`config.mk`:
```
export PLATFORM = sky130hd
export DESIGN_NAME = mux_scan_ctrl_flat
export DESIGN_NICKNAME = d
export VERILOG_FILES = /design/src/rtl/mux_scan_ctrl_pkg.sv /design/src/rtl/mux_scan_ctrl_if.sv /design/src/rtl/mux_scan_ctrl_next_ch_find.sv /design/src/rtl/mux_scan_ctrl.sv /design/src/flat_wrapper.sv
export SDC_FILE = /design/constraint.sdc
export NUM_CORES = 1
export LEC_CHECK = 0
export CAP_MARGIN = 25
export CELL_PAD_IN_SITES_DETAIL_PLACEMENT = 0
export CELL_PAD_IN_SITES_GLOBAL_PLACEMENT = 2
export CORE_ASPECT_RATIO = 1.25
export CORE_MARGIN = 2
export CORE_UTILIZATION = 38
export CTS_CLUSTER_DIAMETER = 60
export CTS_CLUSTER_SIZE = 24
export DETAILED_ROUTE_END_ITERATION = 12
export DONT_BUFFER_PORTS = 1
export HOLD_SLACK_MARGIN = 0.06
export PLACE_DENSITY = 0.87
export SLEW_MARGIN = 5
export SYNTH_ARGS = -nofsm -noshare
export SYNTH_HDL_FRONTEND = slang
export SYNTH_HIERARCHICAL = 1
export SYNTH_SLANG_ARGS = --single-unit
```
`constraint.sdc`:
```
create_clock -name clk -period 6.75 [get_ports clk]
set_input_delay 2.025 -clock clk [delete_from_list [all_inputs] [get_ports clk]]
set_output_delay 2.025 -clock clk [all_outputs]
set_load 0.03 [all_outputs]
```
`src/rtl/mux_scan_ctrl_pkg.sv`:
```
// Shared definitions for the mux scan sequencer: FSM state encoding and default sizes.
// No logic here; pure types and constants.
// Imported by the sequencer top and its channel-finder helper.
package mux_scan_ctrl_pkg;

    localparam int WIDTH_DEF  = 4;
    localparam int SWIDTH_DEF = 3;
    localparam int NCH_DEF    = 1 << SWIDTH_DEF;

    typedef enum logic [1:0] {
        IDLE   = 2'd0,
        SETTLE = 2'd1,
        HOLD   = 2'd2
    } state_t;

endpackage

```
`src/rtl/mux_scan_ctrl_if.sv`:
```
// Downstream beat bus of the scan sequencer: (channel, data) on valid/ready.
// No latency of its own; pure wiring bundle.
// Producer holds m_data/m_ch/m_valid stable while m_ready is low.
interface mux_scan_ctrl_if #(
    parameter int width  = 4,
    parameter int swidth = 3
);
    logic [width-1:0]  m_data;
    logic [swidth-1:0] m_ch;
    logic              m_valid;
    logic              m_ready;

    modport master (output m_data, output m_ch, output m_valid, input m_ready);
    modport slave  (input m_data, input m_ch, input m_valid, output m_ready);
endinterface

```
`src/rtl/mux_scan_ctrl_next_ch_find.sv`:
```
// Finds the lowest set mask bit above cur, and the lowest set mask bit overall.
// Purely combinational, zero cycles.
// No handshake; outputs follow inputs.
module next_ch_find #(
    parameter int swidth = 3,
    parameter int NCH    = 1 << swidth
) (
    input  logic [NCH-1:0]    mask,
    input  logic [swidth-1:0] cur,
    output logic [swidth-1:0] nxt,
    output logic              nxt_found,
    output logic [swidth-1:0] first,
    output logic              first_found
);

    // Scan from the top down so the last hit is the lowest qualifying bit.
    always_comb begin
        nxt         = '0;
        nxt_found   = 1'b0;
        first       = '0;
        first_found = 1'b0;
        for (int i = NCH - 1; i >= 0; i--) begin
            if (mask[i]) begin
                first       = swidth'(i);
                first_found = 1'b1;
                if (i > int'(cur)) begin
                    nxt       = swidth'(i);
                    nxt_found = 1'b1;
                end
            end
        end
    end

endmodule

```
`src/rtl/mux_scan_ctrl.sv`:
```
// Steps the 8:1 mux select over enabled channels and emits each word as a (ch, data) beat.
// start -> sel valid next cycle -> m_valid the cycle after; 1 beat per 2 cycles at full rate.
// Beat and select are frozen in HOLD until m_ready; no beat is ever dropped except on rst.
module mux_scan_ctrl
    import mux_scan_ctrl_pkg::*;
#(
    parameter int width  = WIDTH_DEF,
    parameter int swidth = SWIDTH_DEF,
    parameter int NCH    = 1 << swidth
) (
    input  logic              clk,
    input  logic              rst,
    input  logic              start,
    input  logic              cont,
    input  logic [NCH-1:0]    en_mask,
    output logic [swidth-1:0] sel,
    input  logic [width-1:0]  mux_o,
    output logic              busy,
    output logic              done,
    mux_scan_ctrl_if.master   m
);

    state_t            state;
    logic [NCH-1:0]    mask_q;
    logic [NCH-1:0]    find_mask;
    logic [width-1:0]  data_q;
    logic [swidth-1:0] ch_q;
    logic              valid_q;
    logic [swidth-1:0] nxt;
    logic [swidth-1:0] first;
    logic              nxt_found;
    logic              first_found;

    // In IDLE the first channel must come from the live mask, since mask_q is only loaded on start.
    assign find_mask = (state == IDLE) ? en_mask : mask_q;

    next_ch_find #(.swidth(swidth), .NCH(NCH)) u_find (
        .mask        (find_mask),
        .cur         (sel),
        .nxt         (nxt),
        .nxt_found   (nxt_found),
        .first       (first),
        .first_found (first_found)
    );

    assign busy      = (state != IDLE);
    assign m.m_data  = data_q;
    assign m.m_ch    = ch_q;
    assign m.m_valid = valid_q;

    // Scan FSM with registered select, beat and done pulse.
    always_ff @(posedge clk) begin
        if (rst) begin
            state   <= IDLE;
            sel     <= '0;
            data_q  <= '0;
            ch_q    <= '0;
            valid_q <= 1'b0;
            done    <= 1'b0;
            mask_q  <= '0;
        end else begin
            done <= 1'b0;
            case (state)
                IDLE: begin
                    if (start) begin
                        mask_q <= en_mask;
                        if (first_found) begin
                            sel   <= first;
                            state <= SETTLE;
                        end else begin
                            done <= 1'b1;
                        end
                    end
                end
                SETTLE: begin
                    data_q  <= mux_o;
                    ch_q    <= sel;
                    valid_q <= 1'b1;
                    state   <= HOLD;
                end
                HOLD: begin
                    if (m.m_ready) begin
                        valid_q <= 1'b0;
                        if (nxt_found) begin
                            sel   <= nxt;
                            state <= SETTLE;
                        end else if (cont) begin
                            sel   <= first;
                            state <= SETTLE;
                        end else begin
                            done  <= 1'b1;
                            state <= IDLE;
                        end
                    end
                end
                default: state <= IDLE;
            endcase
        end
    end

endmodule

```
`src/flat_wrapper.sv`:
```
// flat-port wrapper written by rule: the top's interface ports become plain ports
module mux_scan_ctrl_flat import mux_scan_ctrl_pkg::*;
#(
    parameter int width  = WIDTH_DEF,
    parameter int swidth = SWIDTH_DEF,
    parameter int NCH    = 1 << swidth
)
  (clk, rst, start, cont, en_mask, sel, mux_o, busy, done, m_m_data, m_m_ch, m_m_valid, m_m_ready);
  mux_scan_ctrl_if #(.width(width), .swidth(swidth)) m_i ();
  input  logic clk;
  input  logic rst;
  input  logic start;
  input  logic cont;
  input  logic [NCH-1:0] en_mask;
  output logic [swidth-1:0] sel;
  input  logic [width-1:0] mux_o;
  output logic busy;
  output logic done;
  output wire logic [$bits(m_i.m_data)-1:0] m_m_data;
  output wire logic [$bits(m_i.m_ch)-1:0] m_m_ch;
  output wire logic [$bits(m_i.m_valid)-1:0] m_m_valid;
  input wire logic [$bits(m_i.m_ready)-1:0] m_m_ready;
  assign m_m_data = m_i.m_data;
  assign m_m_ch = m_i.m_ch;
  assign m_m_valid = m_i.m_valid;
  assign m_i.m_ready = m_m_ready;
  mux_scan_ctrl #(.width(width), .swidth(swidth), .NCH(NCH)) u_core (.clk(clk), .rst(rst), .start(start), .cont(cont), .en_mask(en_mask), .sel(sel), .mux_o(mux_o), .busy(busy), .done(done), .m(m_i));
endmodule
```
Word-level counts from Yosys, hierarchy flattened --
Cells that the tools add are included.
Operators by class: $add $sub $neg 0, $mul 0, divide/modulo/power cells 0, magnitude comparators 7, equality and inequality tests 6, shifts and indexed selects 0, mux-type cells 65, bitwise operators 0, reduce and logical (&&, ||, !) cells 8
Operators by type and width (number):
- $mux 3 | 27
- $mux 1 | 29
- $gt 3x3->1 const A | 4
- $mux 2 | 4
- $mux 8 | 1
- $gt 2x3->1 const A | 2
- $pmux 2 s3 | 1
- $pmux 3 s2 | 1
- $reduce_bool 2->1 | 3
- $reduce_and 5->1 | 1
- $ne 2x2->1 const B | 2
- $pmux 1 s2 | 2
- $reduce_and 2->1 | 2
- $gt 1x3->1 const A | 1
- $ne 3x2->1 const B | 1
- $reduce_and 3->1 | 1
- $eq 2x1->1 const B | 1
- $eq 2x2->1 const B | 1
- $logic_not 2->1 | 1
- $ne 2x1->1 const B | 1
Word-level totals: bits in registers 22, bits in latches 0, memory bits (writable) 0, memory bits (read-only) 0, output and inout port bits 13, word-level logic and storage cells 93, memories kept 0

Depth between registers and ports, before layout --
depth in word-level cells 18, gate-level depth with buffers 10, gate-level depth less buffers 9

Hierarchy --
Netlist, hierarchy kept.
Modules (own cells, without submodules):
- mux_scan_ctrl | instances 1, cells each 102, area each 967.2 µm²
- next_ch_find | instances 1, cells each 39, area each 247.7 µm²

Least setup slack after synthesis --
No wires, ideal clock.
path kind input to register, start input port en_mask[1], end register u_core.sel[0], data arrival time 3.500 ns, setup slack 3.165 ns, cell stages on the path 8, buffers on the path 0, cells stage by stage mux2_2 nor2b_1 o21bai_1 a21oi_1 nand3b_1 or2_2 a21o_1 a211oi_1
On the way: elaborated cells on any way between the ends 16
RTL lines:
- start: declaration | line flat_wrapper.sv:14 | input logic [NCH-1:0] en_mask;
- $mux 8 * | line mux_scan_ctrl.sv:35 | assign find_mask = (state == IDLE) ? en_mask : mask_q;
- $mux 1 * | line mux_scan_ctrl_next_ch_find.sv:23 | if (mask[i]) begin
- net u_core.nxt_found | line mux_scan_ctrl.sv:31 | logic nxt_found;
- $mux 3 | line mux_scan_ctrl.sv:84 | if (nxt_found) begin
- $mux 3 | line mux_scan_ctrl.sv:82 | if (m.m_ready) begin
- $pmux 3 s2 | line mux_scan_ctrl.sv:63 | case (state)
- end signal: assignment | line mux_scan_ctrl.sv:68 | sel <= first;
- end signal: assignment | line mux_scan_ctrl.sv:85 | sel <= nxt;
- end signal: assignment | line mux_scan_ctrl.sv:88 | sel <= first;
- end: declaration | line mux_scan_ctrl.sv:16 | output logic [swidth-1:0] sel,
Mark *: on every way through the listed nets, which the timed path passes. The rest lies on a longest branch. The select of a mux whose other input is x is not followed. A chain may end at the register's enable or synchronous reset.

Worst setup path in the final report --
start input port en_mask[1], end register u_core.sel[2]
The elaborated chain is that of the path after synthesis.

==> impl_metrics.yaml <==
cts:
  clock_latency_ps: 310
  cts.path.max_buffers: 2
  htree_levels: 1
  clkSinkCount: 22
  root_buffer: "clkbuf_4"
  path_clk_slew_ps: 130
  ctsHoldBuffers: 0
  cts_tree: "built"
  cts_resized: 0
  post_cts_buffers: 0
  cts_buffers: 3
sta:
  max-slew-margin-rel_pct: 52.06
  max_freq_mhz: 288.1
  setup_viol: 0
  setup_ws_ps: 3280
  fin_tns_setup_ps: 0
  finClkSkew_ps: 9.184
  rsz0062_at_grt: "no"
  fin_crit_ps: 3470
  min_period_over_period_pct: 51.41
  slew_violations: 0
  finalHoldViolCount: 0
  tightest_slew_ps: 718.1
floorplanning:
  design.die.area_um2: 3668
  die_h_um: 67.22
  num_rows: 22
  initial_core_util_pct: 40.49
  core-area_um2: 3000
  die_w_um: 54.58
  ios: 30
critical_path:
  worstPathMaxFanout: 6
  crit_type: "primary input to flop"
  critical_path_buf_inv_count: 0
  crit_path_end_kind: "flop"
  path_cells: "mux2_2 -> nor2b_1 -> o21bai_1 -> a21oi_1 -> nand3b_1 -> or2_2 -> a21o_1 -> a211oi_1"
  cp_slowest_cell: "or2_2"
  startpoint_type: "primary input"
  crit_arrival_ps: 3690
  crit_family: "simple AND/OR/NAND/NOR gates"
  critPathMaxStageDelay_ps: 340
  worst_ep_required_time_ps: 6970
routing:
  ant_nets: 0
  via_per_inst: 5.529
  dr_total_vias: 962
  first_iter_violations: 25
  drc: 0
  drt_wl_total_mm: 2.635
  wire_per_inst_um: 15.14
  first_pass_iters: 4
pwr:
  p_leak_nw: 0.5002
  ir_worst_vdd_mv: 0.1567
  power_density_nw_per_um2: 269.0
logic_synthesis:
  synth-simple-area-share_pct: 23.27
  synth_top_family_by_area: "simple AND/OR/NAND/NOR gates"
  async_flop_share_pct: 0
  syn_nets: 158
  synth_seq_cells: 22
  postSynthAreaPerCell_um2: 8.616
  synth_mux_area_share_pct: 16.48
  synth_edf_count: 0
  yosysWarnings: 6
  synth_compound_area_share_pct: 18.43
  ys_dominant_reg_cell: "dfxtp_1"
  synthXorXnorAreaFrac_pct: 0
  synthesis.area_um2: 1215
  synth_cells: 141
  synth_fa_ha_area_share_pct: 0
  synth_cell_type_count: 36
  synth.yosys.seq_area_share_pct: 36.25
placed_design:
  dp_hpwl_mm: 2.007
  port_buffers: 0
  pre_cts_ws_ps: 2978
  gp_congestion: 0.8092
cells_and_area:
  nNetsFinal: 156
  antennaDiodeCount: 0
  multiInputGateArea_um2: 706.9
  n_fill_cell: 319
  area_growth_pct: 4.326
  final_util_pct: 42.24
  layout-drive-gt1-share_pct: 16.67
  register_area_um2: 440.4
global_routing:
  gr-total-overflow: 0
  grt_usage_pct: 16.05
  grt_antenna_before_repair: 0
  grt_pass1_vias: 941
  grt_pass1_wl_mm: 4.236
  grt_max_degree: 23
status:
  outcome: "finished, final reports clean"
min_path:
  min_path_type: "flop to flop"
job:
  drv_cap: 0
## synth_stat cells (2+ instances only)
library cell / count / area, um2
dfxtp_1: 22 / 440.4
nand3b_1: 2 / 15.01
nand2_1: 18 / 67.56
o21ai_0: 2 / 10.01
nor2_1: 12 / 45.04
o21ai_2: 2 / 17.52
nor4_1: 2 / 12.51
nor3_1: 5 / 25.02
mux2_2: 8 / 90.09
clkbuf_1: 4 / 15.01
a211oi_1: 6 / 45.04
inv_1: 4 / 15.01
nor2b_1: 6 / 37.54
and3b_1: 2 / 17.52
mux2i_1: 11 / 110.1
buf_6: 2 / 22.52
a21oi_1: 13 / 65.06
buf_4: 2 / 15.01
## state kept, by name, summed over array words and instances (netlist names)
register          count
u_core/mask_q         8
u_core/m.m_data       4
u_core/m.m_ch         3
u_core/sel            3
u_core/state          2
u_core/done           1
u_core/m.m_valid      1
## cells by family after synthesis
family	Yosys count
AND/OR/NAND/NOR	55
AO/OA/AOI/OAI	33
multiplexers	19
buffers and inverters	12
flip-flops	22
## final cells by class
type / count / share of cell area, %
clock buffer: 3 / 1.777
clock inverter: 1 / 2.369
inverter: 4 / 1.185
multi-input combinational: 107 / 55.77
sequential: 22 / 34.75
tap: 36 / 3.554
timing repair buffer: 1 / 0.5923
## worst register-to-register path: stages, from the launching register on
cell	delay [ps]
dfxtp_1	400
nor2_2	400
mux2_2	440
nor2b_1	140
o21bai_1	150
a21oi_1	90
nand3b_1	230
or2_2	340
a21o_1	210
a211oi_1	210
## metrics by stage
step	hold slack, ps	cell area (um2)	instances	total power, mW
floorplan	456.1	1215	141	0.2306
global placement	469.9	1215	170	0.2403
detailed placement	481.9	1215	170	0.2424
CTS	513.3	1267	174	0.3437
global route	563.3	1267	174	0.3578
finish	505.0	1267	174	0.3410
## placed cells by master, fill, tap and decap left out, types with 2 or more instances in the layout
cell type,count
clkbuf_4,3
a211oi_1,6
nor2_1,12
mux2_2,8
a21oi_1,13
mux2i_1,11
nor3_1,5
dfxtp_1,22
o21ai_2,2
nand2_1,18
nand3b_1,2
inv_1,4
nor2b_1,6
o21ai_0,2
nor4_1,2
and3b_1,2
## routing by layer
metal,global-route usage [%],wire length (um),share of wire (%)
met2,29.07,1387,53
met1,17.85,1074,41
met5,0,0,0
met4,5.625,21,0.80
met3,3.540,151,5.7
## worst paths after layout
| path | slack [ps] | to | cells past startpoint | startpoint |
|---|---|---|---|---|
| worst max-delay path | 3280 | u_core/sel[2]$_SDFFE_PP0P_ | 8 | en_mask[1] |
| worst min-delay path | 510 | u_core/mask_q[5]$_SDFFE_PP0P_ | 2 | u_core/mask_q[5]$_SDFFE_PP0P_ |
| worst max register to register | 4060 | u_core/sel[2]$_SDFFE_PP0P_ | 9 | u_core/state[0]$_SDFFE_PP0P_ |
| worst min register to register | 510 | u_core/mask_q[5]$_SDFFE_PP0P_ | 2 | u_core/mask_q[5]$_SDFFE_PP0P_ |
## power by group
part           switching [mW]  internal (mW)
Combinational          0.0411         0.0366
Clock                  0.0414         0.0600
Sequential             0.0226          0.139
(Power assumes the default switching activity.)
